==> src/rtl/dac_spi_tx.sv <==
`default_nettype none
// ============================================================================
// Module   : dac_spi_tx
// Purpose  : Serialises 12-bit DDFS samples into 16-bit MCP4921-style SPI
//            frames and pulses LDAC; single-entry pending buffer, latest wins.
// Revision : 1.0 - initial release
// ============================================================================
module dac_spi_tx #(
    parameter int         CLK_DIV    = 4,
    parameter int         DATA_WIDTH = 12,
    parameter logic [3:0] CFG_BITS   = 4'b0011,
    parameter int         LDAC_PULSE = 2
) (
    input  logic                  clk,
    input  logic                  rst_n,
    input  logic [DATA_WIDTH-1:0] sample,
    input  logic                  sample_valid,
    output logic                  busy,
    output logic                  overrun,
    output logic                  dac_cs_n,
    output logic                  dac_sclk,
    output logic                  dac_mosi,
    output logic                  dac_ldac_n
);

    localparam int c_FRAME_W = DATA_WIDTH + 4;
    localparam int c_PH_W    = $clog2(CLK_DIV + 1);
    localparam int c_BIT_W   = $clog2(c_FRAME_W + 1);
    localparam int c_LD_W    = $clog2(LDAC_PULSE + 1);

    localparam logic [c_PH_W-1:0]  c_PH_LAST  = c_PH_W'(CLK_DIV - 1);
    localparam logic [c_BIT_W-1:0] c_BIT_LAST = c_BIT_W'(c_FRAME_W - 1);
    localparam logic [c_LD_W-1:0]  c_LD_LAST  = c_LD_W'(LDAC_PULSE - 1);

    typedef enum logic [2:0] {
        S_IDLE  = 3'd0,
        S_SETUP = 3'd1,
        S_SHIFT = 3'd2,
        S_HOLD  = 3'd3,
        S_LDAC  = 3'd4
    } state_t;

    state_t                  r_state;
    logic [c_FRAME_W-1:0]    r_shreg;
    logic [DATA_WIDTH-1:0]   r_pend_data;
    logic                    r_pend_flag;
    logic [c_PH_W-1:0]       r_phase;
    logic [c_BIT_W-1:0]      r_bit_cnt;
    logic [c_LD_W-1:0]       r_ld_cnt;

    logic w_consume;
    logic w_phase_end;
    logic w_ldac_end;
    logic w_pend_next;
    logic w_active_next;

    always_comb begin
        w_consume     = (r_state == S_IDLE) && r_pend_flag;
        w_phase_end   = (r_phase == c_PH_LAST);
        w_ldac_end    = (r_state == S_LDAC) && (r_ld_cnt == c_LD_LAST);
        // A strobe on the consuming cycle refills the buffer without loss.
        w_pend_next   = sample_valid || (r_pend_flag && !w_consume);
        w_active_next = w_consume || ((r_state != S_IDLE) && !w_ldac_end);
    end

    always_ff @(posedge clk or negedge rst_n) begin
        if (!rst_n) begin
            r_state     <= S_IDLE;
            r_shreg     <= '0;
            r_pend_data <= '0;
            r_pend_flag <= 1'b0;
            r_phase     <= '0;
            r_bit_cnt   <= '0;
            r_ld_cnt    <= '0;
            busy        <= 1'b0;
            overrun     <= 1'b0;
            dac_cs_n    <= 1'b1;
            dac_sclk    <= 1'b0;
            dac_mosi    <= 1'b0;
            dac_ldac_n  <= 1'b1;
        end else begin
            r_pend_flag <= w_pend_next;
            busy        <= w_pend_next || w_active_next;
            if (sample_valid) begin
                r_pend_data <= sample;
            end
            if (sample_valid && r_pend_flag && !w_consume) begin
                overrun <= 1'b1;
            end

            case (r_state)
                S_IDLE: begin
                    if (w_consume) begin
                        r_shreg  <= {CFG_BITS, r_pend_data};
                        dac_mosi <= CFG_BITS[3];
                        dac_cs_n <= 1'b0;
                        r_phase  <= '0;
                        r_state  <= S_SETUP;
                    end
                end
                S_SETUP: begin
                    if (w_phase_end) begin
                        r_phase   <= '0;
                        r_bit_cnt <= '0;
                        r_state   <= S_SHIFT;
                    end else begin
                        r_phase <= r_phase + 1'b1;
                    end
                end
                S_SHIFT: begin
                    if (w_phase_end) begin
                        r_phase <= '0;
                        if (!dac_sclk) begin
                            dac_sclk <= 1'b1;
                        end else begin
                            // Data moves only on the falling edge, so it is stable at every rise.
                            dac_sclk <= 1'b0;
                            r_shreg  <= {r_shreg[c_FRAME_W-2:0], 1'b0};
                            if (r_bit_cnt == c_BIT_LAST) begin
                                dac_mosi <= 1'b0;
                                r_state  <= S_HOLD;
                            end else begin
                                dac_mosi  <= r_shreg[c_FRAME_W-2];
                                r_bit_cnt <= r_bit_cnt + 1'b1;
                            end
                        end
                    end else begin
                        r_phase <= r_phase + 1'b1;
                    end
                end
                S_HOLD: begin
                    if (w_phase_end) begin
                        r_phase    <= '0;
                        r_ld_cnt   <= '0;
                        dac_cs_n   <= 1'b1;
                        dac_ldac_n <= 1'b0;
                        r_state    <= S_LDAC;
                    end else begin
                        r_phase <= r_phase + 1'b1;
                    end
                end
                S_LDAC: begin
                    if (w_ldac_end) begin
                        dac_ldac_n <= 1'b1;
                        r_state    <= S_IDLE;
                    end else begin
                        r_ld_cnt <= r_ld_cnt + 1'b1;
                    end
                end
                default: begin
                    dac_cs_n   <= 1'b1;
                    dac_sclk   <= 1'b0;
                    dac_ldac_n <= 1'b1;
                    r_state    <= S_IDLE;
                end
            endcase
        end
    end

endmodule
`default_nettype wire

==> config.mk <==
export PLATFORM = sky130hd
export DESIGN_NAME = dac_spi_tx
export DESIGN_NICKNAME = d
export VERILOG_FILES = /design/src/rtl/dac_spi_tx.sv
export SDC_FILE = /design/constraint.sdc
export NUM_CORES = 1
export LEC_CHECK = 0
export CAP_MARGIN = 20
export CORE_MARGIN = 3
export CORE_UTILIZATION = 49
export CTS_BUF_LIST = sky130_fd_sc_hd__clkbuf_2 sky130_fd_sc_hd__clkbuf_4 sky130_fd_sc_hd__clkbuf_8
export CTS_CLUSTER_DIAMETER = 40
export DETAILED_ROUTE_END_ITERATION = 8
export GPL_TIMING_DRIVEN = 0
export PLACE_DENSITY = 0.81
export SETUP_SLACK_MARGIN = 0.02
export SLEW_MARGIN = 40
export SYNTH_ARGS = -nofsm -noshare
export SYNTH_HDL_FRONTEND = slang
export SYNTH_SLANG_ARGS = --single-unit
==> constraint.sdc <==
create_clock -name clk -period 1.6 [get_ports clk]
set_clock_uncertainty 0.05 [all_clocks]
set_input_delay 0.16 -clock clk [delete_from_list [all_inputs] [get_ports clk]]
set_output_delay 0.16 -clock clk [all_outputs]
set_load 0.05 [all_outputs]
==> results of run 1 <==
[per-layer routing]
metal  track usage  up-vias  wire length (um)  share of wire
met2         0.298       57              2950           0.52
met1         0.261      906              2340           0.41
met3        0.0397       13               227          0.040
met5             0        -                 0              0
met4        0.0946        0               155          0.027
li1              -      835                 -              -
[sequential cells by signal, summed over array words and instances, names as in the netlist]
signal       cells
r_bit_cnt        5
dac_sclk         1
r_pend_data     12
overrun          1
busy             1
r_phase          3
r_pend_flag      1
r_state          3
dac_cs_n         1
dac_ldac_n       1
r_ld_cnt         2
dac_mosi         1
r_shreg         15
[cells in the final DEF, fill, tap and decap left out, types with 2 or more instances in the layout]
master / instances
nor2_1: 17
buf_8: 2
clkdlybuf4s50_1: 13
nand2b_1: 2
nand3_1: 3
a22o_1: 3
o21ai_0: 2
buf_4: 19
nor2_2: 5
dlygate4sd2_1: 4
inv_1: 9
mux2_4: 2
nor2b_1: 5
o21ai_1: 2
dfrtp_2: 3
nor2_4: 6
o2bb2ai_2: 2
buf_12: 3
clkbuf_8: 6
dfrtp_1: 42
mux2i_1: 12
mux2_2: 12
nor2b_2: 2
a21oi_2: 12
a21oi_1: 5
clkbuf_2: 5
nor3_1: 3
o21bai_1: 3
buf_6: 5
nand2_2: 2
ha_4: 3
nand2_1: 4
dfstp_2: 2
o21ai_2: 3
[what timing repair did]
item                                    4_1_cts  5_1_grt
endpoints found under the setup margin       31       31
pin swaps                                     3       12
hold buffers                                  1        0
gates cloned                                  1        0
buffers inserted                              8       13
endpoints found under the hold margin        47        0
gates resized for setup                      30       71
[how the worst max path moves through the flow]
stage	end	slack [ps]	cells after the start
finish	r_shreg[14]	-260	5
global route	r_shreg[14]	-300	6
CTS	r_bit_cnt[2]	-180	7
detailed placement	r_bit_cnt[0]	-280	5
global placement	dac_sclk	-1150	1
floorplan	r_bit_cnt[3]	-70	7
[critical path: stages, from the launching register on]
cell and delay (ps):
dfrtp_1 450, nand3b_1 310, a211oi_4 470, buf_4 200, a31oi_1 120, o22ai_1 190
[cell families (layout without fill, tap and decap cells)]
family / count (synthesis) / after routing / share of synthesized area
fa+ha+maj: 4 / 4 / 0.0223
xor+xnor: 1 / 1 / 0.00390
compound gates: 45 / 45 / 0.140
buf+inv: 19 / 71 / 0.0412
simple gates: 65 / 65 / 0.144
flops: 47 / 47 / 0.525
mux: 26 / 26 / 0.124
[layout make-up]
cell class | instances | area (um2) | share of cell area
multi-input combinational | 141 | 1280 | 0.405
sequential | 47 | 1180 | 0.374
timing repair buffer | 44 | 409 | 0.130
buffer | 10 | 92.6 | 0.0293
clock buffer | 6 | 82.6 | 0.0261
tap | 50 | 62.6 | 0.0198
inverter | 9 | 33.8 | 0.0107
clock inverter | 2 | 16.3 | 0.00515
[power by group]
group | total [uW] | switching, uW | internal (uW)
Combinational | 132 | 53.8 | 77.9
Clock | 763 | 410 | 353
Sequential | 1250 | 27.8 | 1230
Total | 2150 | 492 | 1660
[through the flow]
stage	setup slack, ps	instance area (um2)	power [uW]	hold WS, ps	utilization
floorplan	-70.3	2280	1310	-186	-
global placement	-1150	2540	1380	415	0.604
detailed placement	-283	2560	1390	-8.34	0.608
CTS	-179	2790	2140	204	0.663
global route	-300	3160	2220	224	0.752
finish	-257	3160	2150	207	0.752
==> results_dict.tcl, run 1 <==
set metrics [dict create \
    grt_pass1_vias 1695 \
    async_flop_share 1.00 \
    synth_edf_count 0 \
    syn_avg_cell_area_um2 10.8 \
    final_hold_viol_count 0 \
    tritoncts "yes" \
    cts.clk_slew.worst_paths_ps 90 \
    yosys-top-cells-count "dfrtp_1 (45), nor2_1 (28), a21oi_1 (17), mux2_2 (14), mux2i_1 (12)" \
    ys_warn_count 0 \
    core_area_um2 4200 \
    seq_area_frac_synth 0.525 \
    ys_seq_elements 47 \
    h-tree-depth 2 \
    grt_max_degree 33 \
    startpoint_type "flip-flop" \
    synth_top_cell_by_area "dfrtp_1" \
    drt-vias-per-instance 5.86 \
    reg2reg_from "r_phase[2]" \
    crit_start "r_phase[2]" \
    dr.pass1.iters 4 \
    area_delta_synth_final_pct 40.6 \
    detailed_place_hpwl_um 3110 \
    wl_um 5680 \
    clockBufferDepth 2 \
    gp_congestion 0.821 \
    overflow 0 \
    synth_cells 207 \
    start_util 0.535 \
    design.die.area_um2 5430 \
    yosysMostFrequentCell "dfrtp_1" \
    min_period_ps 1860 \
    hold_path.class "in -> async" \
    final_cells 309 \
    die_w_um 73.7 \
    drive_gt1_frac 0.448 \
    dp.cells 278 \
    crit_arrival_ps 2020 \
    port-buffer-count 20 \
    gr-usage-all-layers 0.194 \
    fin_nets 277 \
    synth_area_leaders "dfrtp_1 (50%), mux2_2 (7.0%), mux2i_1 (5.3%)" \
    antennaDiodeCount 0 \
    violations "setup timing" \
    setup_viol_count_final 21 \
    worstRegToRegCells 5 \
    synthesis.area_um2 2250 \
    cts_buffers 5 \
    io_pins 21 \
    fin_crit_sh 1.16 \
    cp.required_ps 1760 \
    grt_pass1_wl_um 8040 \
    cts.sinks 47 \
    max-slew-margin-rel 0.667 \
    clock.fmax_mhz 538 \
    wl_per_cell_um 18.4 \
    critPathKind "reg -> reg" \
    fillCellCount 240 \
    outcome "complete, but fails checks" \
    path_max_fanout 7 \
    fin_ws_ps -257 \
    rr_endpoint "r_shreg[14]" \
    synthesis.nets 226 \
    yosys_most_used_dff "dfrtp_1" \
    die_h_um 73.7 \
    power.leakage_uw 0.00133 \
    powerDensity_nw_per_um2 680 \
    rrSetupSlack_ps -260 \
    drc_errors 0 \
    crit_path_end_kind "flip-flop" \
    tns_ps -3000 \
    vdd_drop_max_uv 718 \
    worstMarginPinSlew_ps 501 \
    clockRootBuffer "clkbuf_8" \
    drt-initial-drc-count 126 \
    maxSlewViolCount 0 \
    synth.distinct_cells 42 \
    antenna_found_initial 0 \
    ant_nets 0 \
    vias 1811 \
    yosysTopAreaCellShare 0.501 \
    rows 23 \
    rsz0062_at_grt "true" \
    insertion_delay_ps 300 \
    max-cap-violations 0 \
]
No activity file was read; power rests on OpenSTA's default activity.
==> run 2, diff against run 1 <==
--- a/config.mk
+++ b/config.mk
@@ -12,7 +12,7 @@
 export CTS_CLUSTER_DIAMETER = 40
 export DETAILED_ROUTE_END_ITERATION = 8
 export GPL_TIMING_DRIVEN = 0
-export PLACE_DENSITY = 0.81
+export PLACE_DENSITY_LB_ADDON = 0.05
 export SETUP_SLACK_MARGIN = 0.02
 export SLEW_MARGIN = 40
 export SYNTH_ARGS = -nofsm -noshare
==> results_dict.tcl, run 2 (synthesis results as in run 1) <==
set metrics [dict create \
    ant_nets 0 \
    gp_congestion 0.885 \
    min_period_ps 1770 \
    top_regs "r_shreg: 15 flops, r_pend_data: 12 flops, r_bit_cnt: 5 flops" \
    multi_input_area_um2 1260 \
    cp.required_ps 1740 \
    powerDensity_nw_per_um2 702 \
    antenna_found_initial 0 \
    seqCellArea_um2 1180 \
    power.leakage_uw 0.00130 \
    cts.clk_slew.worst_paths_ps 90 \
    insertion_delay_ps 300 \
    tritoncts "yes" \
    p_int_uw 1720 \
    max-slew-margin-rel 0.674 \
    startpoint_type "flip-flop" \
    fin_crit_sh 1.11 \
    drt-initial-drc-count 110 \
    cts_buffers 5 \
    start_util 0.535 \
    drt-vias-per-instance 5.73 \
    top_register "r_shreg" \
    crit_path_end_kind "flip-flop" \
    p_seq_frac 0.576 \
    die_w_um 73.7 \
    fin_ws_ps -169 \
    wl_per_cell_um 17.1 \
    core_area_um2 4200 \
    crit_arrival_ps 1900 \
    drc_errors 0 \
    detailed_place_hpwl_um 3300 \
    clockBufferDepth 2 \
    swShare 0.211 \
    outcome "complete, but fails checks" \
    vias 1753 \
    rows 23 \
    grt_pass1_wl_um 8160 \
    overflow 0 \
    wl_um 5230 \
    largest_reg_flops 15 \
    critPathKind "reg -> reg" \
    drive_gt1_frac 0.426 \
    worstMarginPinSlew_ps 491 \
    violations "setup timing" \
    grt_max_degree 33 \
    path_max_fanout 5 \
    power_frac_clock 0.363 \
    die_h_um 73.7 \
    p_comb_frac 0.060 \
    maxSlewViolCount 0 \
    clockRootBuffer "clkbuf_8" \
    area_delta_synth_final_pct 37.9 \
    vdd_drop_max_uv 580 \
    h-tree-depth 2 \
    gr-usage-all-layers 0.197 \
    antennaDiodeCount 0 \
    layout_commonest_cell "dfrtp_1" \
    final_util 0.737 \
    grt_pass1_vias 1770 \
    io_pins 21 \
    max-cap-violations 0 \
    design.die.area_um2 5430 \
    dr.pass1.iters 4 \
    p_switching_uw 459 \
    p_total_uw 2170 \
    hold_path.class "in -> async" \
    place_worst_setup_slack_ps -300 \
    final_hold_viol_count 0 \
    fin_nets 274 \
    fillCellCount 306 \
    cts.sinks 47 \
    final_cell_mix "dfrtp_1 (43), buf_4 (17), nor2_1 (14)" \
    port-buffer-count 20 \
    setup_viol_count_final 20 \
    rsz0062_at_grt "true" \
    clock.fmax_mhz 565 \
]
[run 2: cell types whose count changed in the layout (fill, tap and decap cells not counted), sizes merged]
cell      previous run  this run
clkbuf              12        13
clkinvlp             1         0
clkinv               1         0
buf                 30        28
[run 2: final cells by class]
type	instances	share of cell area
Multi-Input combinational cell	141	0.406
Sequential cell	47	0.381
Timing Repair Buffer	41	0.121
Clock buffer	8	0.0335
Buffer	10	0.0275
Tap cell	50	0.0202
Inverter	9	0.0109
[run 2: metrics by stage]
step	instance area [um2]	std cells	setup TNS (ps)	hold WS (ps)
finish	3100	306	-2150	202
global route	3100	306	-3730	225
CTS	2860	301	-1710	200
detailed placement	2560	278	-7440	-15.4
global placement	2540	277	-46280	408
floorplan	2280	207	-191	-186
[run 2: path summary, 6_finish.rpt]
kind | to | slack [ps] | from | cells past startpoint
hold / removal | r_ld_cnt[0] | 200 | rst_n | 2
min in group clk | r_pend_data[10] | 410 | sample[10] | 2
max in group asynchronous | dac_cs_n | 790 | rst_n | 3
setup / recovery | dac_mosi | -170 | r_phase[0] | 5
setup reg to reg | dac_mosi | -170 | r_phase[0] | 5
hold reg to reg | overrun | 440 | overrun | 1
[run 2: what timing repair did]
action	4_1_cts	5_1_grt
setup endpoints to repair	33	33
buffers inserted	13	5
gates resized for setup	30	65
gates cloned	1	0
endpoints found under the hold margin	46	0
hold buffers	1	0
pin swaps	11	8
[run 2: worst max-delay path, cell delays in order (launching register included)]
cell,delay [ps]
dfrtp_1,420
ha_4,170
nand3b_1,130
a2111oi_4,390
buf_6,190
mux2_4,300
[run 2: layer usage]
metal / vias to the layer above / share of wire / track usage
li1: 825 / - / -
met2: 38 / 0.55 / 0.342
met1: 881 / 0.41 / 0.236
met3: 9 / 0.030 / 0.0438
met4: 0 / 0.014 / 0.0785
met5: - / 0 / 0
[run 2: power by group through the flow]
| stage | clock, uW | combinational, uW | sequential, uW |
|---|---|---|---|
| after global placement | 0 | 110 | 1270 |
| after floorplan | 0 | 48.5 | 1260 |
| after detailed placement | 0 | 121 | 1270 |
| after global routing | 851 | 145 | 1260 |
| final | 790 | 131 | 1250 |
| after CTS | 813 | 124 | 1250 |
==> run 3, diff against run 2 <==
--- a/config.mk
+++ b/config.mk
@@ -7,7 +7,7 @@
 export LEC_CHECK = 0
 export CAP_MARGIN = 20
 export CORE_MARGIN = 3
-export CORE_UTILIZATION = 49
+export CORE_UTILIZATION = 48
 export CTS_BUF_LIST = sky130_fd_sc_hd__clkbuf_2 sky130_fd_sc_hd__clkbuf_4 sky130_fd_sc_hd__clkbuf_8
 export CTS_CLUSTER_DIAMETER = 40
 export DETAILED_ROUTE_END_ITERATION = 8
==> constraint.sdc (replaced) <==
create_clock -name clk -period 1.5 [get_ports clk]
set_clock_uncertainty 0.05 [all_clocks]
set_input_delay 0.15 -clock clk [delete_from_list [all_inputs] [get_ports clk]]
set_output_delay 0.15 -clock clk [all_outputs]
set_load 0.05 [all_outputs]
==> results_dict.tcl, run 3 (synthesis results as in run 1) <==
set metrics [dict create \
    power.leakage_uw 0.00136 \
    vias 1799 \
    h-tree-depth 2 \
    area_delta_synth_final_pct 45.6 \
    startpoint_type "flip-flop" \
    vdd_drop_max_uv 670 \
    setup_viol_count_final 27 \
    outcome "complete, but fails checks" \
    min_period_ps 1750 \
    ant_nets 0 \
    layout_commonest_cell "dfrtp_1" \
    rsz0062_at_grt "true" \
    tritoncts "yes" \
    antennaDiodeCount 0 \
    largest_reg_flops 15 \
    max-cap-violations 0 \
    worstMarginPinSlew_ps 492 \
    final_util 0.736 \
    final_cell_mix "dfrtp_1 (42), buf_4 (18), nor2_1 (14)" \
    final_hold_viol_count 0 \
    drive_gt1_frac 0.490 \
    gp_congestion 0.770 \
    wl_per_cell_um 17.2 \
    core_area_um2 4440 \
    cts_buffers 5 \
    die_h_um 74.4 \
    antenna_found_initial 0 \
    path_max_fanout 7 \
    port-buffer-count 20 \
    fillCellCount 306 \
    design.die.area_um2 5540 \
    fin_crit_sh 1.17 \
    grt_max_degree 26 \
    io_pins 21 \
    start_util 0.505 \
    dr.pass1.iters 4 \
    top_register "r_shreg" \
    drt-initial-drc-count 121 \
    drc_errors 0 \
    max-slew-margin-rel 0.673 \
    fin_nets 279 \
    clock.fmax_mhz 571 \
    worstRegToRegCells 4 \
    dp.cells 280 \
    maxSlewViolCount 0 \
    fin_ws_ps -252 \
    clockBufferDepth 2 \
    cts.sinks 47 \
    rows 24 \
    violations "setup timing" \
    cts.clk_slew.worst_paths_ps 100 \
    wl_um 5370 \
    insertion_delay_ps 310 \
    powerDensity_nw_per_um2 740 \
    detailed_place_hpwl_um 3290 \
    drt-vias-per-instance 5.75 \
    cp.required_ps 1640 \
    critPathKind "reg -> reg" \
    overflow 0 \
    crit_arrival_ps 1890 \
    gr-usage-all-layers 0.208 \
    clockRootBuffer "clkbuf_8" \
    final_cells 313 \
    hold_path.class "in -> async" \
    tns_ps -4550 \
    grt_pass1_wl_um 8780 \
    grt_pass1_vias 1838 \
    crit_path_end_kind "flip-flop" \
    place_worst_setup_slack_ps -394 \
    top_regs "r_shreg: 15 flops, r_pend_data: 12 flops, r_bit_cnt: 5 flops" \
    die_w_um 74.4 \
]
==> run 3: cell types whose count changed in the layout (fill, tap and decap cells not counted), sizes merged <==
cell           change
dlygate4sd2        -1
clkinv             +2
bufinv             +1
clkdlybuf4s15      +2
clkbuf             -2
buf                +3
==> run 3: repair_timing <==
action / in CTS / in global routing
pin swaps: 14 / 11
setup buffers: 17 / 6
cloned: 1 / 0
gates resized for setup: 51 / 55
hold buffers: 1 / 0
endpoints found under the setup margin: 44 / 33
hold endpoints to repair: 46 / 0
==> run 3: cell type report <==
cell class	count	area, um2	area share
multi-input cells	141	1330	0.406
flip-flops and latches	47	1180	0.362
repair buffers	46	452	0.138
plain buffers	10	98.8	0.0302
clock buffers	5	68.8	0.0210
well taps	52	65.1	0.0199
clock inverters	3	43.8	0.0134
inverters	9	33.8	0.0103
==> run 3: power breakdown <==
part	leakage [uW]	switching, uW	internal, uW
logic	0.000728	56.5	86.4
clock network	0.0000581	443	497
registers	0.000576	30.0	1310
==> run 3: through the flow <==
step                total power (uW)  hold slack [ps]  cell area [um2]
floorplan                       1400             -196             2300
global placement                1470              409             2560
detailed placement              1490             25.2             2590
CTS                             2430              233             3010
global route                    2510              260             3270
finish                          2420              224             3270
==> run 3: layer usage <==
layer | part of all wire | routed length, um | up-vias | track usage
met5 | 0 | 0 | - | 0
met4 | 0.020 | 110 | 0 | 0.0652
met3 | 0.038 | 202 | 14 | 0.0405
met2 | 0.54 | 2880 | 45 | 0.373
met1 | 0.41 | 2180 | 899 | 0.251
li1 | - | - | 841 | -
==> run 3: worst max-delay path, stage by stage, from the launching register on <==
cell and delay, ps:
dfrtp_2 460, nand2b_2 240, a2111oi_4 370, buf_6 210, mux2_4 310
==> run 3: path summary, 6_finish.rpt <==
| check | from | end | slack (ps) |
|---|---|---|---|
| max in group asynchronous | rst_n | dac_cs_n | 670 |
| min in group clk | sample[2] | r_pend_data[2] | 400 |
| setup / recovery | r_state[1] | dac_mosi | -250 |
| hold reg to reg | overrun | overrun | 430 |
| setup reg to reg | r_state[1] | dac_mosi | -250 |
| hold / removal | rst_n | r_state[2] | 220 |
